### config.mk
export PLATFORM = sky130hd
export DESIGN_NAME = alu_issue_ctrl
export DESIGN_NICKNAME = d
export VERILOG_FILES = /design/src/rtl/alu_issue_ctrl_pkg.sv /design/src/rtl/issue_skid_buf.sv /design/src/rtl/alu_issue_ctrl.sv
export SDC_FILE = /design/constraint.sdc
export NUM_CORES = 1
export LEC_CHECK = 0
export BUFFER_PORTS_ARGS = -buffer_cell sky130_fd_sc_hd__buf_4
export CAP_MARGIN = 5
export CORE_UTILIZATION = 54
export CTS_CLUSTER_DIAMETER = 60
export CTS_CLUSTER_SIZE = 14
export DETAILED_ROUTE_END_ITERATION = 12
export PLACE_DENSITY = 0.81
export SKIP_CTS_REPAIR_TIMING = 1
export SYNTH_ARGS = -nofsm -noshare
export SYNTH_HDL_FRONTEND = slang
export SYNTH_SLANG_ARGS = --single-unit
### constraint.sdc
create_clock -name clk -period 2.1 [get_ports clk]
set_input_delay 0.105 -clock clk [delete_from_list [all_inputs] [get_ports clk]]
set_output_delay 0.105 -clock clk [all_outputs]
set_load 0.1 [all_outputs]
### src/rtl/alu_issue_ctrl_pkg.sv
// Shared definitions for the ALU issue/retire controller: widths, divide-class
// operation bits, FSM state encoding and the divide classification helper.
package alu_issue_ctrl_pkg;

   localparam int ALU_OP_W = 19;
   localparam int TAG_W    = 5;
   localparam int DIV_LO   = 15;
   localparam int DIV_HI   = 18;

   typedef enum logic [2:0] {
      IDLE,
      EXEC,
      DIV_ARM,
      DIV_BUSY,
      DRAIN
   } state_t;

   // A divide-class op with a zero divisor resolves in one cycle in the ALU.
   function automatic logic is_div(input logic [ALU_OP_W-1:0] op,
                                   input logic [31:0]         src2);
      return (|op[DIV_HI:DIV_LO]) && (src2 != 32'd0);
   endfunction

endpackage

### src/rtl/issue_skid_buf.sv
// One-entry skid register in front of the issue slot. Provides a registered
// in_ready and presents the next operation (skid first, then input) as the head.
module issue_skid_buf
   import alu_issue_ctrl_pkg::*;
(
   input  logic                clk,
   input  logic                rst,
   input  logic                flush,
   input  logic                in_valid,
   output logic                in_ready,
   input  logic [ALU_OP_W-1:0] in_alu_op,
   input  logic [31:0]         in_src1,
   input  logic [31:0]         in_src2,
   input  logic [TAG_W-1:0]    in_tag,
   input  logic                issue_free,
   input  logic                hold_next,
   output logic                head_valid,
   output logic [ALU_OP_W-1:0] head_op,
   output logic [31:0]         head_src1,
   output logic [31:0]         head_src2,
   output logic [TAG_W-1:0]    head_tag
);

   logic                skid_valid;
   logic [ALU_OP_W-1:0] skid_op;
   logic [31:0]         skid_src1;
   logic [31:0]         skid_src2;
   logic [TAG_W-1:0]    skid_tag;
   logic                accept;
   logic                skid_load;
   logic                skid_valid_next;

   assign accept    = in_valid & in_ready & ~flush;
   assign skid_load = accept & ~issue_free;

   // While the skid holds an entry in_ready is low, so it is always the head.
   always_comb begin
      head_valid = skid_valid | accept;
      head_op    = skid_valid ? skid_op   : in_alu_op;
      head_src1  = skid_valid ? skid_src1 : in_src1;
      head_src2  = skid_valid ? skid_src2 : in_src2;
      head_tag   = skid_valid ? skid_tag  : in_tag;
   end

   always_comb begin
      skid_valid_next = 1'b0;
      if (flush)
         skid_valid_next = 1'b0;
      else if (skid_valid)
         skid_valid_next = ~issue_free;
      else
         skid_valid_next = skid_load;
   end

   always_ff @(posedge clk) begin
      if (rst) begin
         skid_valid <= 1'b0;
         in_ready   <= 1'b1;
         skid_op    <= '0;
         skid_src1  <= '0;
         skid_src2  <= '0;
         skid_tag   <= '0;
      end else begin
         skid_valid <= skid_valid_next;
         in_ready   <= ~skid_valid_next & ~hold_next;
         if (skid_load) begin
            skid_op   <= in_alu_op;
            skid_src1 <= in_src1;
            skid_src2 <= in_src2;
            skid_tag  <= in_tag;
         end
      end
   end

endmodule

### src/rtl/alu_issue_ctrl.sv
// Issue/retire controller in front of the execute ALU: holds operands for the
// whole operation (including multi-cycle divides) and owns the result slot.
module alu_issue_ctrl
   import alu_issue_ctrl_pkg::*;
(
   input  logic                clk,
   input  logic                rst,
   input  logic                flush,
   input  logic                in_valid,
   output logic                in_ready,
   input  logic [ALU_OP_W-1:0] in_alu_op,
   input  logic [31:0]         in_src1,
   input  logic [31:0]         in_src2,
   input  logic [TAG_W-1:0]    in_tag,
   output logic [ALU_OP_W-1:0] alu_op,
   output logic [31:0]         alu_src1,
   output logic [31:0]         alu_src2,
   input  logic                div_stall,
   input  logic [31:0]         alu_result,
   output logic                out_valid,
   input  logic                out_ready,
   output logic [31:0]         out_result,
   output logic [TAG_W-1:0]    out_tag
);

   state_t              state;
   state_t              state_next;
   logic [TAG_W-1:0]    issue_tag;
   logic                cur_div;
   logic                capture_ok;
   logic                cap;
   logic                issue_free;
   logic                hold_next;
   logic                head_valid;
   logic [ALU_OP_W-1:0] head_op;
   logic [31:0]         head_src1;
   logic [31:0]         head_src2;
   logic [TAG_W-1:0]    head_tag;

   assign cur_div    = is_div(alu_op, alu_src2);
   assign capture_ok = ~out_valid | out_ready;
   assign hold_next  = (state_next == DRAIN);

   issue_skid_buf u_skid (
      .clk        (clk),
      .rst        (rst),
      .flush      (flush),
      .in_valid   (in_valid),
      .in_ready   (in_ready),
      .in_alu_op  (in_alu_op),
      .in_src1    (in_src1),
      .in_src2    (in_src2),
      .in_tag     (in_tag),
      .issue_free (issue_free),
      .hold_next  (hold_next),
      .head_valid (head_valid),
      .head_op    (head_op),
      .head_src1  (head_src1),
      .head_src2  (head_src2),
      .head_tag   (head_tag)
   );

   always_ff @(posedge clk) begin
      if (rst)
         state <= IDLE;
      else
         state <= state_next;
   end

   // A flushed divide keeps the ALU busy, so we wait it out in DRAIN.
   always_comb begin
      state_next = state;
      if (flush && (state == DIV_ARM || state == DIV_BUSY)) begin
         state_next = DRAIN;
      end else if (flush && state != DRAIN) begin
         state_next = IDLE;
      end else begin
         case (state)
            IDLE:     if (head_valid) state_next = EXEC;
            EXEC: begin
               if (cur_div)
                  state_next = DIV_ARM;
               else if (capture_ok)
                  state_next = head_valid ? EXEC : IDLE;
            end
            DIV_ARM:  state_next = DIV_BUSY;
            DIV_BUSY: begin
               if (!div_stall && capture_ok)
                  state_next = head_valid ? EXEC : IDLE;
            end
            DRAIN:    if (!div_stall) state_next = IDLE;
            default:  state_next = IDLE;
         endcase
      end
   end

   always_comb begin
      cap = 1'b0;
      case (state)
         EXEC:     cap = ~flush & ~cur_div & capture_ok;
         DIV_BUSY: cap = ~flush & ~div_stall & capture_ok;
         default:  cap = 1'b0;
      endcase
      issue_free = ((state == IDLE) & ~flush) | cap;
   end

   always_ff @(posedge clk) begin
      if (rst) begin
         alu_op    <= '0;
         alu_src1  <= '0;
         alu_src2  <= '0;
         issue_tag <= '0;
      end else if (flush) begin
         alu_op <= '0;
      end else if (issue_free) begin
         if (head_valid) begin
            alu_op    <= head_op;
            alu_src1  <= head_src1;
            alu_src2  <= head_src2;
            issue_tag <= head_tag;
         end else begin
            alu_op <= '0;
         end
      end
   end

   // Capture and release may coincide, giving one result per cycle.
   always_ff @(posedge clk) begin
      if (rst) begin
         out_valid  <= 1'b0;
         out_result <= '0;
         out_tag    <= '0;
      end else if (flush) begin
         out_valid <= 1'b0;
      end else if (cap) begin
         out_valid  <= 1'b1;
         out_result <= alu_result;
         out_tag    <= issue_tag;
      end else if (out_ready) begin
         out_valid <= 1'b0;
      end
   end

endmodule

==> out/metrics.yaml, run 1 <==
outcome:
  status: "complete, but fails checks"
  violations: "hold timing, setup timing"
floorplanning:
  die_w_um: 137
  die_height_um: 137
  coreArea_um2: 18000
  pin_count: 248
  start_util_pct: 55.1
  row_count: 49
  dieArea_um2: 18900
yosys:
  syn-cell-area_um2: 9900
  synth_top_family_by_area: "compound AO/OA/AOI/OAI gates"
  synthSimpleGateAreaFrac_pct: 16.2
  synth_top_area_share_pct: 44.3
  synth_nets: 1133
  avgSynthCellArea_um2: 9.83
  synth_xor_area_share_pct: 0
  syn_inst: 1007
  synth_compound_area_share_pct: 19.0
  ys_top_cells_by_count: "dfxtp_1 (219), nand2b_1 (179), mux2i_1 (157)"
  synthTopCellsByArea: "dfxtp_1 (44%), mux2i_1 (16%), nand2b_1 (11%)"
  ys.flop_type: "dfxtp_1"
  synth.yosys.warnings: 0
  synth_top_area_cell: "dfxtp_1"
  synth_fa_ha_area_share_pct: 0
  synth_edf_count: 0
  synthMuxAreaShare_pct: 15.9
  synth_seq_area_share_pct: 44.3
  ys_ff_latch: 219
  async_flop_share_pct: 0
  ys_types: 36
  yosysMostFrequentCell: "dfxtp_1"
cells_and_area:
  layout-drive-gt1-share_pct: 31.1
  fill_cells: 1134
  final_cell_area_um2: 14100
  finalNetCount: 1472
  syn2layout_area_growth_pct: 42.9
  fin_cells: 1578
  n_antenna_cell: 0
  fin_util_pct: 78.8
place:
  placed_cells: 1419
  place_area_um2: 12100
  dp_hpwl_um: 15900
  place_ws_ns: -0.0631
  gp_congestion: 0.818
  numPortBuffers: 247
timing:
  hold_ws_ns: -0.0339
  worstMarginPinSlew_ns: 1.29
  slew_viol_final: 0
  fmax_mhz: 473
  rsz0062_at_grt: "yes"
  clock_skew_ns: 0.0218
  period_needed_ns: 2.11
  slew-limit-headroom_pct: 13.9
  setup-violations-final: 1
  finalSetupTns_ns: -0.0123
  min_period_over_period_pct: 101
  finalHoldViolCount: 1
  setup_slack_ns: -0.0123
worst_setup_path:
  r2r_start: "alu_src2[31]"
  cp_common_cell: "buf_4"
  cp-start-kind: "register"
  ff2ff_setup_slack_ns: -0.01
  cp_max_fo: 16
  rr_endpoint: "alu_src1[24]"
  critPathCaptureType: "register"
  crit_slowest_cell: "dfxtp_2"
  slowest_delay_ns: 0.34
  crit_type: "register to register"
  required_ns: 2.50
  cp_data_arrival_time_ns: 2.51
  critPathTopFamily: "buffers and inverters"
  worstRegToRegCells: 9
  timing.critical_path.buf_inv: 4
  cp_cell_sequence: "nor4_4 -> buf_4 -> nand4_1 -> buf_6 -> o21ai_4 -> buf_4 -> buf_12 -> a21oi_1 -> a211oi_1"
clock_network:
  root_buffer: "clkbuf_16"
  clk_transition_reported_paths_ns: 0.07
  numCtsBuffers: 19
  clock_latency_ns: 0.50
  cts-htree-levels: 1
  clock_sinks: 219
  cts_tree: "done"
  cts_buffer_depth: 3
detailed_routing:
  route.met2.wl_um: 14300
  wl_met1_um: 12200
  wl_met3_um: 1530
  dr.pass1.iters: 5
  top_layer_used: "met4"
  drc: 0
  ant_nets: 0
  drt_wl_total_um: 28800
  routed_via_density: 5.71
  num_vias: 9013
  routedWlPerCell_um: 18.3
  drt_iter0_drc: 558
pwr:
  power.density_nw_per_um2: 722
  p_sw_mw: 3.26
  ir_worst_vdd_mv: 0.643
  power_leakage_nw: 5.55
  combPwrFrac_pct: 25.3
  p_sw_share_pct: 32.0
  p_seq_share_pct: 43.8
  pwr-share-clk_pct: 30.8
  internal_power_mw: 6.95
hold_path:
  hold_path.startpoint: "out_ready"
  min_to: "out_valid"
  hold_depth: 3
  hold_path.class: "input pin to register"
global_route:
  grt_pass1_vias: 7503
  grt_overflow_total: 0
  antenna_found_initial: 0
  grt_max_degree: 109
  grt_pass1_wl_um: 38100
  globalRouteTotalUtil_pct: 25.0
flow_run:
  cap_viol_max_count: 0
[per-stage QoR]
step / total power [mW] / hold slack (ns)
6_report: 10.2 / -0.0339
5_1_grt: 10.6 / 0.00188
4_1_cts: 9.94 / -0.139
3_5_place_dp: 6.82 / 0.374
3_3_place_gp: 6.79 / 0.369
2_1_floorplan: 6.11 / 0.252
[final cells by class]
class	instances	area, µm²	share of cell area [%]
clock buffers	22	487	3.44
clock inverters	2	13.8	0.0973
inverters	1	3.75	0.0265
multi-input cells	686	5130	36.3
flip-flops and latches	219	4440	31.4
well taps	229	287	2.03
repair buffers	419	3780	26.7
[kinds of logic after synthesis]
kind of cell / count (synthesis)
mux: 157
simple gates: 268
buf+inv: 102
flops: 219
compound gates: 261
[registers in the layout, indices dropped and copies added, names as in the netlist, 3 cells and up]
name,cells
out_result,32
issue_tag,5
alu_src1,32
state,3
u_skid.skid_src1,32
alu_src2,32
u_skid.skid_tag,5
alu_op,19
u_skid.skid_op,19
out_tag,5
u_skid.skid_src2,32
[power groups by stage]
stage                     Combinational [mW]  Clock, mW  Sequential (mW)
final                                   2.59       3.15             4.48
after global routing                    2.72       3.37             4.49
after CTS                               2.27       3.21             4.47
after detailed placement                2.27          0             4.56
after global placement                  2.24          0             4.55
after floorplan                        0.773          0             5.34
[worst max path at each step]
stage                             from            to  slack, ns  cells past startpoint
after floorplan           alu_src2[13]  alu_src2[27]       0.03                      7
after global placement     alu_src2[4]    alu_op[12]       0.09                      7
after detailed placement  alu_src2[28]  alu_src1[22]      -0.06                      9
after CTS                 alu_src2[28]  alu_src1[15]      -0.10                      9
after global routing      alu_src2[31]  alu_src2[16]      -0.13                      8
final                     alu_src2[31]  alu_src1[24]      -0.01                      9
[layer usage]
| layer | global-route usage, % | up-vias |
|---|---|---|
| met5 | 0 | - |
| met1 | 33.4 | 4371 |
| li1 | - | 4290 |
| met4 | 7.14 | 0 |
| met3 | 5.00 | 57 |
| met2 | 40.7 | 295 |
[cell usage in the layout, fill, tap and decap left out, types with 3 or more instances in the layout]
cell           instances
a211oi_1              56
a211oi_2              13
a21bo_2               37
a21oi_1              107
a22oi_1               19
buf_12                12
buf_4                267
buf_6                 10
clkbuf_1               3
clkbuf_16             25
dfxtp_1              180
dfxtp_2               37
dlygate4sd3_1        122
mux2i_1              156
nand2b_1             179
nand3_1               55
nor2_1                 9
nor4_1                 7
o311a_1               18
[worst min-delay path, stage by stage]
cell	delay (ns)
buf_4	0.08
nand2b_1	0.16
a21oi_1	0.08
No activity file was read; power rests on OpenSTA's default activity.
==> run 2, diff against run 1 <==
- SKIP_CTS_REPAIR_TIMING: 1 -> not set
==> run 2 against run 1 <==
  * The flow finishes with violations (setup timing)
  * Flip-flop and latch count unchanged
  * Setup slack gained 0.0069 ns
  * Count of clock-buffer cells in the layout is the same
  * Clock skew about the same
  * Cell area increased by 1.1%
  * Sequential power hardly changed
  * Power is 0.86% higher
  * Die area stayed put
  * Wire length grew 2.5%
  * Fmax up 0.33%
  * Via count up 0.63%
  * First-iteration DRC count decreased by 7.5%
  * Largest power group unchanged
==> out/metrics.yaml, run 2 (synthesis gave the netlist of run 1 again) <==
floorplanning:
  pin_count: 248  # unchanged
  dieArea_um2: 18900  # unchanged
  row_count: 49  # unchanged
  coreArea_um2: 18000  # unchanged
  die_w_um: 137  # unchanged
  die_height_um: 137  # unchanged
  start_util_pct: 55.1  # unchanged
worst_setup_path:
  cp_max_fo: 7  # was 16
  cp-start-kind: "register"  # unchanged
  crit_type: "register to register"  # unchanged
  required_ns: 2.50  # about the same
  ff2ff_setup_slack_ns: -0.005  # was -0.01 ns
  cp_data_arrival_time_ns: 2.50  # was 2.51 ns
  worstRegToRegCells: 9  # unchanged
  critPathCaptureType: "register"  # unchanged
pwr:
  p_total_mw: 10.3  # was 10.2 mW
  ir_worst_vdd_mv: 0.620  # was 0.643 mV
  power.density_nw_per_um2: 720  # was 722 nW/µm²
  power_leakage_nw: 5.61  # was 5.55 nW
global_route:
  globalRouteTotalUtil_pct: 28.3  # was 25.0%
  antenna_found_initial: 0  # unchanged
  grt_overflow_total: 0  # unchanged
  grt_pass1_wl_um: 43100  # was 38,100 µm
  grt_max_degree: 109  # unchanged
  grt_pass1_vias: 8619  # was 7,503
timing:
  setup-violations-final: 1  # unchanged
  slew_viol_final: 0  # unchanged
  fmax_mhz: 475  # was 473 MHz
  slew-limit-headroom_pct: 8.53  # was 13.9%
  worstMarginPinSlew_ns: 1.37  # was 1.29 ns
  clock_skew_ns: 0.0219  # was 0.0218 ns
  hold_ws_ns: 0.204  # was -0.0339 ns
  setup_slack_ns: -0.00541  # was -0.0123 ns
  rsz0062_at_grt: "yes"  # unchanged
  finalHoldViolCount: 0  # was 1
  min_period_over_period_pct: 100  # was 101%
  period_needed_ns: 2.11  # about the same
clock_network:
  cts_buffer_depth: 3  # unchanged
  clock_sinks: 219  # unchanged
  root_buffer: "clkbuf_16"  # unchanged
  cts-htree-levels: 1  # unchanged
  clk_transition_reported_paths_ns: 0.07  # about the same
  clock_latency_ns: 0.50  # about the same
  numCtsBuffers: 19  # unchanged
  cts_tree: "done"  # unchanged
cells_and_area:
  finalNetCount: 1479  # was 1,472
  fin_util_pct: 79.6  # was 78.8%
  n_antenna_cell: 0  # unchanged
  final_cell_mix: "buf_4 (264), nand2b_1 (179), dfxtp_1 (179)"  # was buf_4 (267), dfxtp_1 (180), nand2b_1 (179)
  syn2layout_area_growth_pct: 44.5  # was 42.9%
  final_common_cell: "buf_4"  # unchanged
  final_cell_area_um2: 14300  # was 14,100 µm²
  layout-drive-gt1-share_pct: 31.8  # was 31.1%
place:
  gp_congestion: 0.818  # unchanged
  numPortBuffers: 247  # unchanged
  dp_hpwl_um: 15900  # unchanged
  place_area_um2: 12100  # unchanged
  place_ws_ns: -0.0631  # unchanged
detailed_routing:
  drt_wl_total_um: 29500  # was 28,800 µm
  num_vias: 9070  # was 9,013
  dr.pass1.iters: 4  # was 5
  drc: 0  # unchanged
  ant_nets: 0  # unchanged
  routedWlPerCell_um: 18.6  # was 18.3 µm
  drt_iter0_drc: 516  # was 558
  routed_via_density: 5.72  # was 5.71
hold_path:
  hold_path.class: "input pin to register"  # unchanged
  hold_depth: 4  # was 3
flow_run:
  cap_viol_max_count: 0  # unchanged
outcome:
  status: "complete, but fails checks"  # unchanged
  violations: "setup timing"  # was hold timing, setup timing
==> run 2: repair_timing <==
action / in CTS / in global routing
pin swaps: 0 / 9
buffers inserted: 0 / 5
endpoints found under the setup margin: 109 / 170
cloned: 0 / 12
hold buffers: 125 / 0
resized for setup: 3 / 29
endpoints found under the hold margin: 190 / 0
==> run 2: worst paths after layout <==
| check | endpoint | startpoint |
|---|---|---|
| min | u_skid.in_ready | in_valid |
| min reg2reg | u_skid.skid_src1[23] | u_skid.skid_src1[23] |
| max reg2reg | out_result[24] | alu_src2[28] |
| max | out_result[24] | alu_src2[28] |
==> run 2: report_power, final <==
| part | switching (mW) | internal [mW] |
|---|---|---|
| clock | 1.51 | 1.63 |
| sequential | 0.132 | 4.35 |
| combinational | 1.65 | 1.02 |
| total | 3.30 | 7.00 |
==> run 2: worst max-delay path, cell delays in order, from the launching register on <==
cell,delay [ns]
dfxtp_2,0.34
nor4_4,0.30
buf_4,0.16
nand4_1,0.13
buf_6,0.18
o21ai_4,0.24
buf_6,0.20
buf_6,0.15
nand3_1,0.08
a21oi_1,0.21
==> run 2: metrics by stage <==
step           setup TNS [ns]  std cells
2_1_floorplan               0       1007
3_3_place_gp                0       1419
3_5_place_dp           -0.206       1419
4_1_cts                     0       1568
5_1_grt                 -2.38       1585
6_report             -0.00541       1585
==> run 2: area by class of cell <==
type,count,area (µm²)
Multi-Input combinational cell,686,5170
Tap cell,229,287
Inverter,1,3.75
Clock buffer,22,487
Clock inverter,2,13.8
Timing Repair Buffer,426,3910
Fill cell,1120,3660
Sequential cell,219,4440
==> run 2: routing by layer <==
| metal | track usage [%] | up-vias | routed length, µm |
|---|---|---|---|
| li1 | - | 4304 | - |
| met1 | 36.3 | 4378 | 12500 |
| met2 | 47.7 | 317 | 14600 |
| met3 | 4.56 | 71 | 1570 |
| met4 | 10.3 | 0 | 895 |
| met5 | 0 | - | 0 |
